## src/rtl/rv_scoreboard_hazard_unit.sv

```systemverilog
// rv_scoreboard_hazard_unit: in-order scoreboard tracking in-flight rd writes for RAW/WAW stalls, commit and flush rollback.
// Define RV_SCOREBOARD_PERF_EN to add the stall_cycles and flushed_entries counters.
module rv_scoreboard_hazard_unit #(
    parameter int DEPTH    = 4,
    parameter int NUM_REGS = 32,
    parameter int REG_W    = $clog2(NUM_REGS),
    parameter int NUM_SRC  = 2
) (
    input  logic                     CLK,
    input  logic                     RST,
    input  logic                     issue_valid,
    input  logic [REG_W-1:0]         issue_rd,
    input  logic [NUM_SRC*REG_W-1:0] issue_rs,
    output logic                     issue_ready,
    input  logic                     commit,
    input  logic                     wb,
    input  logic                     flush,
    output logic                     stall_raw,
    output logic                     stall_waw,
    output logic                     full,
    output logic                     empty,
    output logic [$clog2(DEPTH+1)-1:0] inflight,
    output logic                     proto_err
`ifdef RV_SCOREBOARD_PERF_EN
   ,output logic [31:0]              stall_cycles,
    output logic [31:0]              flushed_entries
`endif
);
    localparam int PW = $clog2(DEPTH);
    localparam int CW = $clog2(DEPTH+1);

    logic [DEPTH-1:0] valid, cmtd;
    logic [REG_W-1:0] rd_q [DEPTH];
    logic [PW-1:0]    head, cmt, tail, cmt_nx;
    logic [CW-1:0]    count, ncmt, ncmt_nx;
    logic             commit_ok, wb_ok, push;

    always_comb begin
        stall_raw = 1'b0;
        stall_waw = 1'b0;
        for (int e = 0; e < DEPTH; e++) begin
            if (valid[e] && rd_q[e] != '0) begin
                for (int s = 0; s < NUM_SRC; s++)
                    if (issue_rs[s*REG_W +: REG_W] != '0 && issue_rs[s*REG_W +: REG_W] == rd_q[e])
                        stall_raw = 1'b1;
                if (issue_rd != '0 && issue_rd == rd_q[e])
                    stall_waw = 1'b1;
            end
        end
    end

    assign full        = count == CW'(DEPTH);
    assign empty       = count == '0;
    assign inflight    = count;
    assign issue_ready = !full && !stall_raw && !stall_waw && !flush;
    // cmt only ever rests on an uncommitted entry or on an empty/committed slot
    assign commit_ok   = commit && valid[cmt] && !cmtd[cmt];
    assign wb_ok       = wb && valid[head] && cmtd[head];
    assign push        = issue_valid && issue_ready && issue_rd != '0;
    assign cmt_nx      = commit_ok ? cmt + PW'(1) : cmt;
    assign ncmt_nx     = ncmt + CW'(commit_ok) - CW'(wb_ok);

    always_ff @(posedge CLK or posedge RST) begin
        if (RST) begin
            valid     <= '0;
            cmtd      <= '0;
            head      <= '0;
            cmt       <= '0;
            tail      <= '0;
            count     <= '0;
            ncmt      <= '0;
            proto_err <= 1'b0;
        end else begin
            if (commit_ok)
                cmtd[cmt] <= 1'b1;
            cmt <= cmt_nx;
            if (wb_ok) begin
                valid[head] <= 1'b0;
                head        <= head + PW'(1);
            end
            if (flush) begin
                for (int e = 0; e < DEPTH; e++)
                    if (valid[e] && !cmtd[e] && !(commit_ok && PW'(e) == cmt))
                        valid[e] <= 1'b0;
                tail <= cmt_nx;
            end else if (push) begin
                valid[tail] <= 1'b1;
                cmtd[tail]  <= 1'b0;
                tail        <= tail + PW'(1);
            end
            count <= flush ? ncmt_nx : count - CW'(wb_ok) + CW'(push);
            ncmt  <= ncmt_nx;
            if ((commit && !commit_ok) || (wb && !wb_ok))
                proto_err <= 1'b1;
        end
    end

    always_ff @(posedge CLK)
        if (push)
            rd_q[tail] <= issue_rd;

`ifdef RV_SCOREBOARD_PERF_EN
    logic [CW-1:0] dropped;
    logic [32:0]   fl_sum;
    assign dropped = count - CW'(wb_ok) - ncmt_nx;
    assign fl_sum  = {1'b0, flushed_entries} + 33'(dropped);

    always_ff @(posedge CLK or posedge RST) begin
        if (RST) begin
            stall_cycles    <= '0;
            flushed_entries <= '0;
        end else begin
            if (issue_valid && !issue_ready && stall_cycles != '1)
                stall_cycles <= stall_cycles + 32'd1;
            if (flush)
                flushed_entries <= fl_sum[32] ? '1 : fl_sum[31:0];
        end
    end
`endif
endmodule

```

## config.mk

```make
export PLATFORM = sky130hd
export DESIGN_NAME = rv_scoreboard_hazard_unit
export DESIGN_NICKNAME = d
export VERILOG_FILES = /design/src/rtl/rv_scoreboard_hazard_unit.sv
export SDC_FILE = /design/constraint.sdc
export NUM_CORES = 1
export LEC_CHECK = 0
export BUFFER_PORTS_ARGS = -buffer_cell sky130_fd_sc_hd__buf_2
export CAP_MARGIN = 10
export CELL_PAD_IN_SITES_DETAIL_PLACEMENT = 0
export CELL_PAD_IN_SITES_GLOBAL_PLACEMENT = 1
export CORE_ASPECT_RATIO = 1.2
export CORE_UTILIZATION = 46
export CTS_CLUSTER_SIZE = 25
export DETAILED_ROUTE_END_ITERATION = 7
export HOLD_SLACK_MARGIN = 0.1
export PLACE_DENSITY_LB_ADDON = 0.12
export SLEW_MARGIN = 20
export SYNTH_ARGS = -nofsm -noshare
export SYNTH_HDL_FRONTEND = slang
export SYNTH_SLANG_ARGS = --single-unit
```

## constraint.sdc

```tcl
create_clock -name CLK -period 4.2 [get_ports CLK]
set_input_delay 0.21 -clock CLK [delete_from_list [all_inputs] [get_ports CLK]]
set_output_delay 0.21 -clock CLK [all_outputs]
set_load 0.02 [all_outputs]
```

==> results of run 1 <==
==> metal layers <==
metal / wire length [um] / track usage, % / up-vias
met1: 2450 / 22.7 / 882
met2: 3020 / 36.2 / 27
met5: 0 / 0 / -
met4: 87 / 7.84 / 0
li1: - / - / 971
met3: 154 / 3.72 / 6
==> critical path, delay by kind of cell (launching register included) <==
family	cells	cell delay, ns
adder cells (fa/ha/maj)	3	0.82
flip-flops	1	0.48
XOR/XNOR	2	0.31
AND/OR/NAND/NOR	5	1.79
AO/OA/AOI/OAI	2	0.27
buffers and inverters	2	0.08
==> final timing paths <==
path	to	slack [ns]	depth (start not counted)
max in group asynchronous	inflight[1]$_DFF_PP0_	3.10	3
min in group asynchronous	cmtd[3]$_DFF_PP0_	0.60	3
setup / recovery	inflight[2]$_DFF_PP0_	0.34	14
hold / removal	proto_err$_DFFE_PP0P_	0.16	2
hold reg to reg	proto_err$_DFFE_PP0P_	0.48	1
setup reg to reg	inflight[2]$_DFF_PP0_	0.34	14
==> timing repair <==
action	4_1_cts	5_1_grt
gates resized for setup	0	0
hold buffers	1	0
endpoints found under the hold margin	21	0
setup endpoints to repair	0	0
==> stage by stage <==
stage	setup slack [ns]	instances
after floorplan	0.444	270
after global placement	0.367	364
after detailed placement	0.344	364
after CTS	0.324	373
after global routing	0.0849	373
final	0.336	373
==> cell families (layout without fill, tap and decap cells) <==
family / Yosys count / in the layout / synth area share [%]
AND/OR/NAND/NOR: 73 / 73 / 15.2
XOR/XNOR: 66 / 66 / 21.2
flip-flops: 41 / 41 / 41.4
buffers and inverters: 38 / 61 / 5.24
AO/OA/AOI/OAI: 32 / 32 / 7.35
adder cells (fa/ha/maj): 18 / 18 / 8.82
multiplexers: 2 / 2 / 0.827
==> where the power goes <==
group | leakage (uW) | total (uW) | internal [uW] | switching, uW
Sequential | 0.000433 | 683 | 545 | 137
Combinational | 0.000745 | 622 | 278 | 344
Clock | 0.0000585 | 329 | 194 | 135
Total | 0.00124 | 1630 | 1020 | 617
==> layout make-up <==
cell class | count | area, um^2 | share of cell area, %
Multi-Input combinational cell | 191 | 1450 | 47.7
Inverter | 21 | 78.8 | 2.59
Timing Repair Buffer | 32 | 170 | 5.59
Clock inverter | 1 | 30.0 | 0.986
Sequential cell | 41 | 1130 | 37.0
Tap cell | 80 | 100 | 3.29
Clock buffer | 7 | 86.3 | 2.83
==> placed cells by master (no fill, tap or decap), types with 3 or more instances in the layout <==
cell type  synthesis  final
nand2_1           13     13
and3_1             4      4
a31o_1             4      4
clkbuf_8           0      6
nor3_1            11     11
or4_4              3      3
nand3_1            7      7
nor2_1            13     13
a21oi_1           12     12
buf_2              0     29
ha_1              16     16
o21ai_0            4      4
nor4_1             5      5
xor2_1            32     32
o21ai_1            4      4
edfxtp_1          20     20
inv_1             20     20
or4_1              4      4
dfrtp_1           21     21
xnor2_1           34     34
nand4_1            8      8
==> flip-flops by register name (all words and copies together) (netlist names) <==
| signal | flops |
|---|---|
| proto_err | 1 |
| valid | 4 |
| tail | 2 |
| ncmt | 3 |
| head | 2 |
| rd_q | 20 |
| inflight | 3 |
| cmtd | 4 |
| cmt | 2 |
==> results.json, run 1 <==
{
  "crit_chain": "or4_1 > o21ai_1 > nor4_1 > or4_4 > or4_4 > nor2_1 > inv_1 > ha_1 > inv_1 > ha_1 > fa_1 > xnor2_1 > xnor2_1 > a21oi_1",
  "clk_latency_ns": 0.29,
  "outcome": "complete, no violations",
  "grt_usage_pct": 19.9,
  "fin_nets": 331,
  "antenna_found_initial": 0,
  "netlist_area_um2": 2720,
  "start_util_pct": 48.0,
  "finalInstanceArea_um2": 3050,
  "synthDistinctLibCells": 34,
  "drv_slew": 0,
  "vias": 1886,
  "syn_nets": 309,
  "synth_commonest_cells": "xnor2_1 (34), xor2_1 (32), dfrtp_1 (21), edfxtp_1 (20), inv_1 (20)",
  "cts_root_buf": "clkbuf_8",
  "drt_pass1_iterations": 4,
  "area_growth_pct": 11.9,
  "drc": 0,
  "die_x_um": 72.2,
  "synth.most_common_cell": "xnor2_1",
  "drt-initial-drc-count": 28,
  "whs_ns": 0.160,
  "end_kind": "register",
  "synth_seq_cells": 41,
  "tns_ns": 0,
  "numCtsBuffers": 5,
  "ios": 30,
  "clk_pin_slew_worst_paths_ns": 0.08,
  "cts_tree": "built",
  "relSlewSlack_pct": 46.6,
  "portBuffers": 29,
  "worst_pin_slew_ns": 0.800,
  "vias_per_cell": 5.06,
  "num_rows": 30,
  "criticalPathCategory": "reg -> reg",
  "cts_setup_buffers": 0,
  "netlist_instances": 270,
  "worst-path-max-fanout": 4,
  "seq_area_frac_synth_pct": 41.4,
  "hp-class": "in -> reg",
  "dieArea_um2": 6230,
  "holdCritStartpoint": "commit",
  "synth_ff_type": "dfrtp_1",
  "max_freq_ghz": 0.259,
  "hold_viol_final": 0,
  "maxCapViolCount": 0,
  "grt_pass1_wl_um": 9250,
  "yosysTopAreaCell": "edfxtp_1",
  "avgSynthCellArea_um2": 10.1,
  "h-tree-depth": 2,
  "p_total_uw": 1630,
  "layout-drive-gt1-share_pct": 16.4,
  "fillers": 535,
  "fin_util_pct": 53.7,
  "clock_skew_ns": 0.00607,
  "fp.coreArea_um2": 5670,
  "p_leak_uw": 0.00124,
  "antennaDiodeCount": 0,
  "cp.required_ns": 4.38,
  "cts_sinks": 41,
  "crit_start": "rd_q[2][1]$_DFFE_PP_",
  "die_y_um": 86.3,
  "grt_max_degree": 22,
  "setup_viol": 0,
  "wl_per_cell_um": 15.3,
  "dp_hpwl_um": 4550,
  "critPathLaunchType": "register",
  "critical-path-slowest-cell": "or4_4",
  "gp_congestion": 0.790,
  "powerDensity_nw_per_um2": 536,
  "worstPathArrival_ns": 4.05,
  "ys_async_sr_fraction_pct": 51.2,
  "regToRegStartpoint": "rd_q[2][1]$_DFFE_PP_",
  "cpPeakStageDelay_ns": 0.54,
  "min_period_over_period_pct": 92.0,
  "ir_worst_vdd_mv": 0.384,
  "grt_overflow_total": 0,
  "synth_top_cell_area_share_pct": 22.1,
  "detail-route-antenna-nets": 0,
  "placed_cell_area_um2": 2920,
  "cts_buffer_depth": 2,
  "rsz0062_at_grt": "false",
  "synthTopCellsByArea": "edfxtp_1 (22%), dfrtp_1 (19%), xnor2_1 (11%), xor2_1 (10%), ha_1 (7.4%)",
  "grt_pass1_vias": 1869,
  "synth_edf_count": 20,
  "min_period_ns": 3.86,
  "yosys_warnings": 0,
  "totalWireLength_um": 5710
}
No activity file was read; power rests on OpenSTA's default activity.
==> inputs of run 2 (changes only) <==
Settings changed: PLACE_DENSITY from default to 0.77, PLACE_DENSITY_LB_ADDON 0.12 to default.
==> run 2 against run 1 <==
  * Cell area shrank 1.3%
  * Die area stayed put
  * Critical path type unchanged
  * Worst setup slack got worse by 0.0062 ns
  * Clock-buffer cell count shrank 1
  * Power down 4.9%
  * Via count rose by 2.2%
  * Critical path depth is the same
  * Sequential share of layout area increased by 0.49 points
  * Largest power group unchanged
  * Clock power fell by 21%
  * Cell count shrank 0.54%
  * Sequential power is essentially flat
==> results.json, run 2 (same netlist as run 1, synthesis figures left out) <==
{
  "outcome": "complete, no violations",
  "min_period_over_period_pct": 92.1,
  "hp-class": "in -> reg",
  "use_met3_pct": 3.60,
  "grtUsageMet2_pct": 35.5,
  "dp_hpwl_um": 4390,
  "whs_ns": 0.159,
  "intPower_uw": 948,
  "hold_viol_final": 0,
  "drt-initial-drc-count": 53,
  "grt_pass1_wl_um": 9470,
  "grt_usage_pct": 20.0,
  "cts-resized-gates": 0,
  "die_x_um": 72.2,
  "worst_pin_slew_ns": 0.790,
  "clk_latency_ns": 0.29,
  "p_clk_share_pct": 16.7,
  "drc": 0,
  "critPathLaunchType": "register",
  "post-place-cells": 362,
  "antenna_found_initial": 0,
  "drt_pass1_iterations": 4,
  "drv_slew": 0,
  "fillers": 537,
  "vias": 1927,
  "setup_viol": 0,
  "clk_pin_slew_worst_paths_ns": 0.08,
  "clock_skew_ns": 0.00959,
  "cts_buffer_depth": 2,
  "max_freq_ghz": 0.258,
  "grt_busiest_layer": "met2",
  "die_y_um": 86.3,
  "finalNonFillerCells": 371,
  "powerDensity_nw_per_um2": 517,
  "cts_setup_buffers": 0,
  "layout_common_cells": "xnor2_1 (34), xor2_1 (32), buf_2 (29)",
  "num_rows": 30,
  "end_kind": "register",
  "top_register": "rd_q",
  "wl_per_cell_um": 15.3,
  "min_period_ns": 3.87,
  "worst-path-max-fanout": 4,
  "p_leak_uw": 0.00122,
  "top_regs": "rd_q (20), cmtd (4), valid (4)",
  "largest_register_ffs": 20,
  "fin_util_pct": 53.0,
  "ios": 30,
  "layout-drive-gt1-share_pct": 15.8,
  "worstPathArrival_ns": 4.04,
  "totalWireLength_um": 5660,
  "tns_ns": 0,
  "relSlewSlack_pct": 47.3,
  "holdBufCountCts": 1,
  "portBuffers": 29,
  "dieArea_um2": 6230,
  "start_util_pct": 48.0,
  "cp.required_ns": 4.37,
  "fp.coreArea_um2": 5670,
  "numCtsBuffers": 5,
  "ir_worst_vdd_mv": 0.438,
  "criticalPathCategory": "reg -> reg",
  "final_common_cell": "xnor2_1",
  "area_growth_pct": 10.4,
  "cts_sinks": 41,
  "grt_overflow_total": 0,
  "seqPwrFrac_pct": 43.9,
  "p_sw_share_pct": 39.0,
  "h-tree-depth": 2,
  "cts_tree": "built",
  "fin_nets": 329,
  "cts_root_buf": "clkbuf_8",
  "met1_usage_pct": 24.1,
  "grt_pass1_vias": 1907,
  "antennaDiodeCount": 0,
  "gp_congestion": 0.819,
  "switchingPower_uw": 606,
  "rsz0062_at_grt": "false",
  "maxCapViolCount": 0,
  "vias_per_cell": 5.19,
  "grt_max_degree": 22,
  "detail-route-antenna-nets": 0,
  "pwr-share-comb_pct": 39.4
}
## run 2: changes by cell type in the layout (fill, tap and decap cells not counted), sizes merged
cell / previous run / this run
bufinv: 1 / 0
clkinv: 0 / 2
clkbuf: 7 / 6
buf: 31 / 29
## run 2: through the flow
stage	total power (uW)	area [um^2]	setup WS, ns
final	1550	3010	0.330
after global routing	1700	3010	0.0853
after CTS	1570	3010	0.323
after detailed placement	1310	2900	0.339
after global placement	1300	2900	0.396
after floorplan	1140	2720	0.444
## run 2: path summary, 6_finish.rpt
check | startpoint | end | slack (ns) | cells past startpoint
worst max-delay path | rd_q[1][0]$_DFFE_PP_ | inflight[2]$_DFF_PP0_ | 0.33 | 14
worst min-delay path | commit | proto_err$_DFFE_PP0P_ | 0.16 | 2
worst max register to register | rd_q[1][0]$_DFFE_PP_ | inflight[2]$_DFF_PP0_ | 0.33 | 14
worst min register to register | proto_err$_DFFE_PP0P_ | proto_err$_DFFE_PP0P_ | 0.48 | 1
max in group asynchronous | RST | tail[1]$_DFFE_PP0P_ | 3.09 | 3
min in group asynchronous | RST | cmtd[0]$_DFF_PP0_ | 0.61 | 3
## run 2: power groups by stage
stage          clock network [uW]  logic [uW]  registers [uW]
2_1_floorplan                   0         472             670
3_3_place_gp                    0         612             690
3_5_place_dp                    0         620             689
5_1_grt                       281         715             699
4_1_cts                       265         625             681
6_report                      260         612             682
## run 2: final cells by class
class,count,area (um^2),share of cell area (%)
multi-input cells,191,1450,48.4
flip-flops and latches,41,1130,37.5
repair buffers,30,155,5.16
well taps,80,100,3.33
clock buffers,6,82.6,2.75
inverters,21,78.8,2.62
clock inverters,2,8.76,0.291
## run 2: per-layer routing
metal,wire length (um),up-vias
met4,116,0
li1,-,957
met5,0,-
met1,2460,925
met2,2910,33
met3,172,12
## run 2: critical path: stages, from the launching register on
cell and delay (ns):
edfxtp_1 0.47, or4_4 0.56, o21ai_2 0.15, nor4_1 0.07, or4_4 0.58, or4_4 0.52, nor2_1 0.10, inv_1 0.05
ha_1 0.26, inv_1 0.04, ha_1 0.18, fa_1 0.37, xnor2_1 0.19, xnor2_1 0.14, a21oi_1 0.08
==> inputs of run 3 (changes only) <==
Settings changed: ABC_AREA from default to 1, CORE_UTILIZATION 46 to 45.
==> run 3 against run 2 <==
  * Cell count increased by 26%
  * Sequential power down 4.0%
  * Worst hold slack better by 0.011 ns
  * Maximum frequency rose by 20%
  * Sequential share of layout area decreased by 2.9 points
  * Power increased by 2.3%
  * Synthesized area up 11%
  * Sequential cell count is the same
  * Critical path type unchanged
==> results.json, run 3 <==
{
  "layout.area.seq_um2": 1130,
  "hp-class": "in -> reg",
  "layout_common_cells": "nand2_1 (82), nor2_1 (44), xnor2_1 (38)",
  "final_common_cell": "nand2_1",
  "dr_wl_met2_um": 3520,
  "drt-initial-drc-count": 41,
  "dp_hpwl_um": 5280,
  "rsz0062_at_grt": "false",
  "vias": 2225,
  "synth_ff_type": "dfrtp_1",
  "cts_tree": "built",
  "min_period_over_period_pct": 77.0,
  "yosys.area_share.simple_pct": 23.3,
  "antennaDiodeCount": 0,
  "relSlewSlack_pct": 44.1,
  "regToRegStartpoint": "rd_q[0][0]$_DFFE_PP_",
  "routed.top_layer": "met4",
  "p_clk_share_pct": 15.8,
  "placed_cell_area_um2": 3160,
  "seq_area_frac_synth_pct": 37.2,
  "synth_compound_area_share_pct": 4.83,
  "grt_pass1_vias": 2210,
  "die_y_um": 91.9,
  "worst_pin_slew_ns": 0.838,
  "p_sw_share_pct": 41.8,
  "gp_congestion": 0.817,
  "min_period_ns": 3.24,
  "criticalPathCategory": "reg -> reg",
  "crit_start": "rd_q[0][0]$_DFFE_PP_",
  "critical-path-slowest-cell": "edfxtp_1",
  "synthTopCellsByArea": "edfxtp_1 (20%), dfrtp_1 (17%), xnor2_1 (11%), nand2_1 (10%), ha_1 (6.6%)",
  "synth_commonest_cells": "nand2_1 (82), nor2_1 (44), xnor2_1 (38), inv_1 (37), xor2_1 (22)",
  "tns_ns": 0,
  "cts_sinks": 41,
  "critPathLaunchType": "register",
  "cts_root_buf": "clkbuf_8",
  "ios": 30,
  "crit_chain": "nor2_1 > nand2_1 > o21ai_0 > o21ai_1 > nor2_1 > nand4_2 > ha_1 > inv_1 > ha_1 > fa_1 > xnor2_1 > xor2_1 > o21ai_0",
  "pwr-share-comb_pct": 43.0,
  "layout-drive-gt1-share_pct": 15.2,
  "whs_ns": 0.170,
  "cpPeakStageDelay_ns": 0.48,
  "reg2reg_slack_ns": 0.96,
  "numCtsBuffers": 5,
  "wl_per_cell_um": 14.0,
  "netlist_instances": 360,
  "cts_buffer_depth": 2,
  "multiInputGateArea_um2": 1620,
  "num_rows": 32,
  "ir_worst_vdd_mv": 0.289,
  "synth.most_common_cell": "nand2_1",
  "totalWireLength_um": 6530,
  "synth_edf_count": 20,
  "end_kind": "register",
  "seqPwrFrac_pct": 41.2,
  "drt-met1-wl_um": 2730,
  "grt_pass1_wl_um": 10700,
  "hold_viol_final": 0,
  "drt_pass1_iterations": 4,
  "grt_usage_pct": 19.9,
  "switchingPower_uw": 665,
  "h-tree-depth": 2,
  "wl_met3_um": 125,
  "largest_register_ffs": 20,
  "fillers": 672,
  "area_growth_pct": 7.35,
  "finalNonFillerCells": 466,
  "worst-path-max-fanout": 12,
  "avgSynthCellArea_um2": 8.42,
  "dieArea_um2": 7070,
  "worstHoldPathCells": 2,
  "setup_viol": 0,
  "ys_async_sr_fraction_pct": 51.2,
  "max_freq_ghz": 0.309,
  "clk_pin_slew_worst_paths_ns": 0.08,
  "netlist_area_um2": 3030,
  "yosys.area_share.adder_pct": 7.93,
  "fin_util_pct": 50.2,
  "synth_top_cell_area_share_pct": 19.8,
  "synth-xor-area-share_pct": 17.3,
  "outcome": "complete, no violations",
  "fin_nets": 419,
  "top_regs": "rd_q (20), cmtd (4), valid (4)",
  "powerDensity_nw_per_um2": 489,
  "holdCritStartpoint": "wb",
  "die_x_um": 76.9,
  "intPower_uw": 925,
  "clock_skew_ns": 0.00482,
  "fp.coreArea_um2": 6490,
  "start_util_pct": 46.7,
  "yosysTopAreaCell": "edfxtp_1",
  "cts-resized-gates": 0,
  "synth.mux.area_fraction_pct": 0,
  "maxCapViolCount": 0,
  "post-place-cells": 457,
  "grt_max_degree": 22,
  "drv_slew": 0,
  "p_leak_uw": 0.00154,
  "synth_seq_cells": 41,
  "syn_nets": 399,
  "worstPathArrival_ns": 3.41,
  "r2r.worst_path.cells": 13,
  "synthDistinctLibCells": 34,
  "vias_per_cell": 4.77,
  "antenna_found_initial": 0,
  "finalInstanceArea_um2": 3250,
  "grt_overflow_total": 0,
  "cp.required_ns": 4.38,
  "synth_top_family_by_area": "simple AND/OR/NAND/NOR gates",
  "drc": 0,
  "clk_latency_ns": 0.29,
  "yosys_warnings": 0,
  "top_register": "rd_q",
  "detail-route-antenna-nets": 0,
  "portBuffers": 29
}
==> run 3: cell types whose count changed after synthesis, sizes merged, moves of 10 or more <==
cell    change
nand3      +10
clkbuf     -11
inv        +21
nand2      +71
buf        +11
xor2       -10
nor3       -10
nor2       +39
==> run 3: power groups by stage <==
stage / clock network [uW] / registers (uW) / logic, uW
final: 251 / 655 / 683
after detailed placement: 0 / 662 / 690
after floorplan: 0 / 652 / 536
after global routing: 277 / 672 / 797
after CTS: 262 / 654 / 694
after global placement: 0 / 661 / 681
==> run 3: layout make-up <==
| class | count | share of cell area [%] |
|---|---|---|
| clock buffer | 5 | 2.12 |
| clock inverter | 3 | 0.538 |
| inverter | 43 | 4.96 |
| multi-input combinational | 259 | 49.7 |
| sequential | 41 | 34.6 |
| tap | 85 | 3.27 |
| timing repair buffer | 30 | 4.77 |
==> run 3: final timing paths <==
kind                                               to
max in group asynchronous          valid[3]$_DFF_PP0_
worst max-delay path            inflight[2]$_DFF_PP0_
min in group asynchronous           cmtd[2]$_DFF_PP0_
worst min register to register  proto_err$_DFFE_PP0P_
worst max register to register  inflight[2]$_DFF_PP0_
worst min-delay path            proto_err$_DFFE_PP0P_
==> run 3: metrics by stage <==
stage / setup slack, ns / total power (uW)
2_1_floorplan: 1.52 / 1190
3_3_place_gp: 1.00 / 1340
3_5_place_dp: 0.936 / 1350
4_1_cts: 0.938 / 1610
5_1_grt: 0.698 / 1740
6_report: 0.964 / 1590
==> run 3: cell families (layout without fill, tap and decap cells) <==
kind of cell | Yosys count | count (layout)
adders and majority gates | 18 | 18
DFF | 41 | 41
xor gates and xnor gates | 60 | 60
buffers and inverters | 60 | 81
AOI/OAI and AO/OA | 21 | 21
and+or+nand+nor | 160 | 160
==> run 3: repair_timing <==
action                    4_1_cts  5_1_grt
hold endpoints to repair       19        0
hold buffers                    1        0
buffers inserted                0        0
==> run 3: worst max-delay path: cells and delay by family (launching register included) <==
family / cells / cell delay [ns]
DFF: 1 / 0.48
xor gates and xnor gates: 2 / 0.32
AOI/OAI and AO/OA: 3 / 0.41
buffers and inverters: 1 / 0.04
and+or+nand+nor: 4 / 0.86
adders and majority gates: 3 / 1.00
==> run 3: metal layers <==
metal / track usage, % / up-vias
li1: - / 1149
met1: 23.0 / 1038
met2: 37.4 / 27
met3: 2.39 / 11
met4: 6.73 / 0
met5: 0 / -
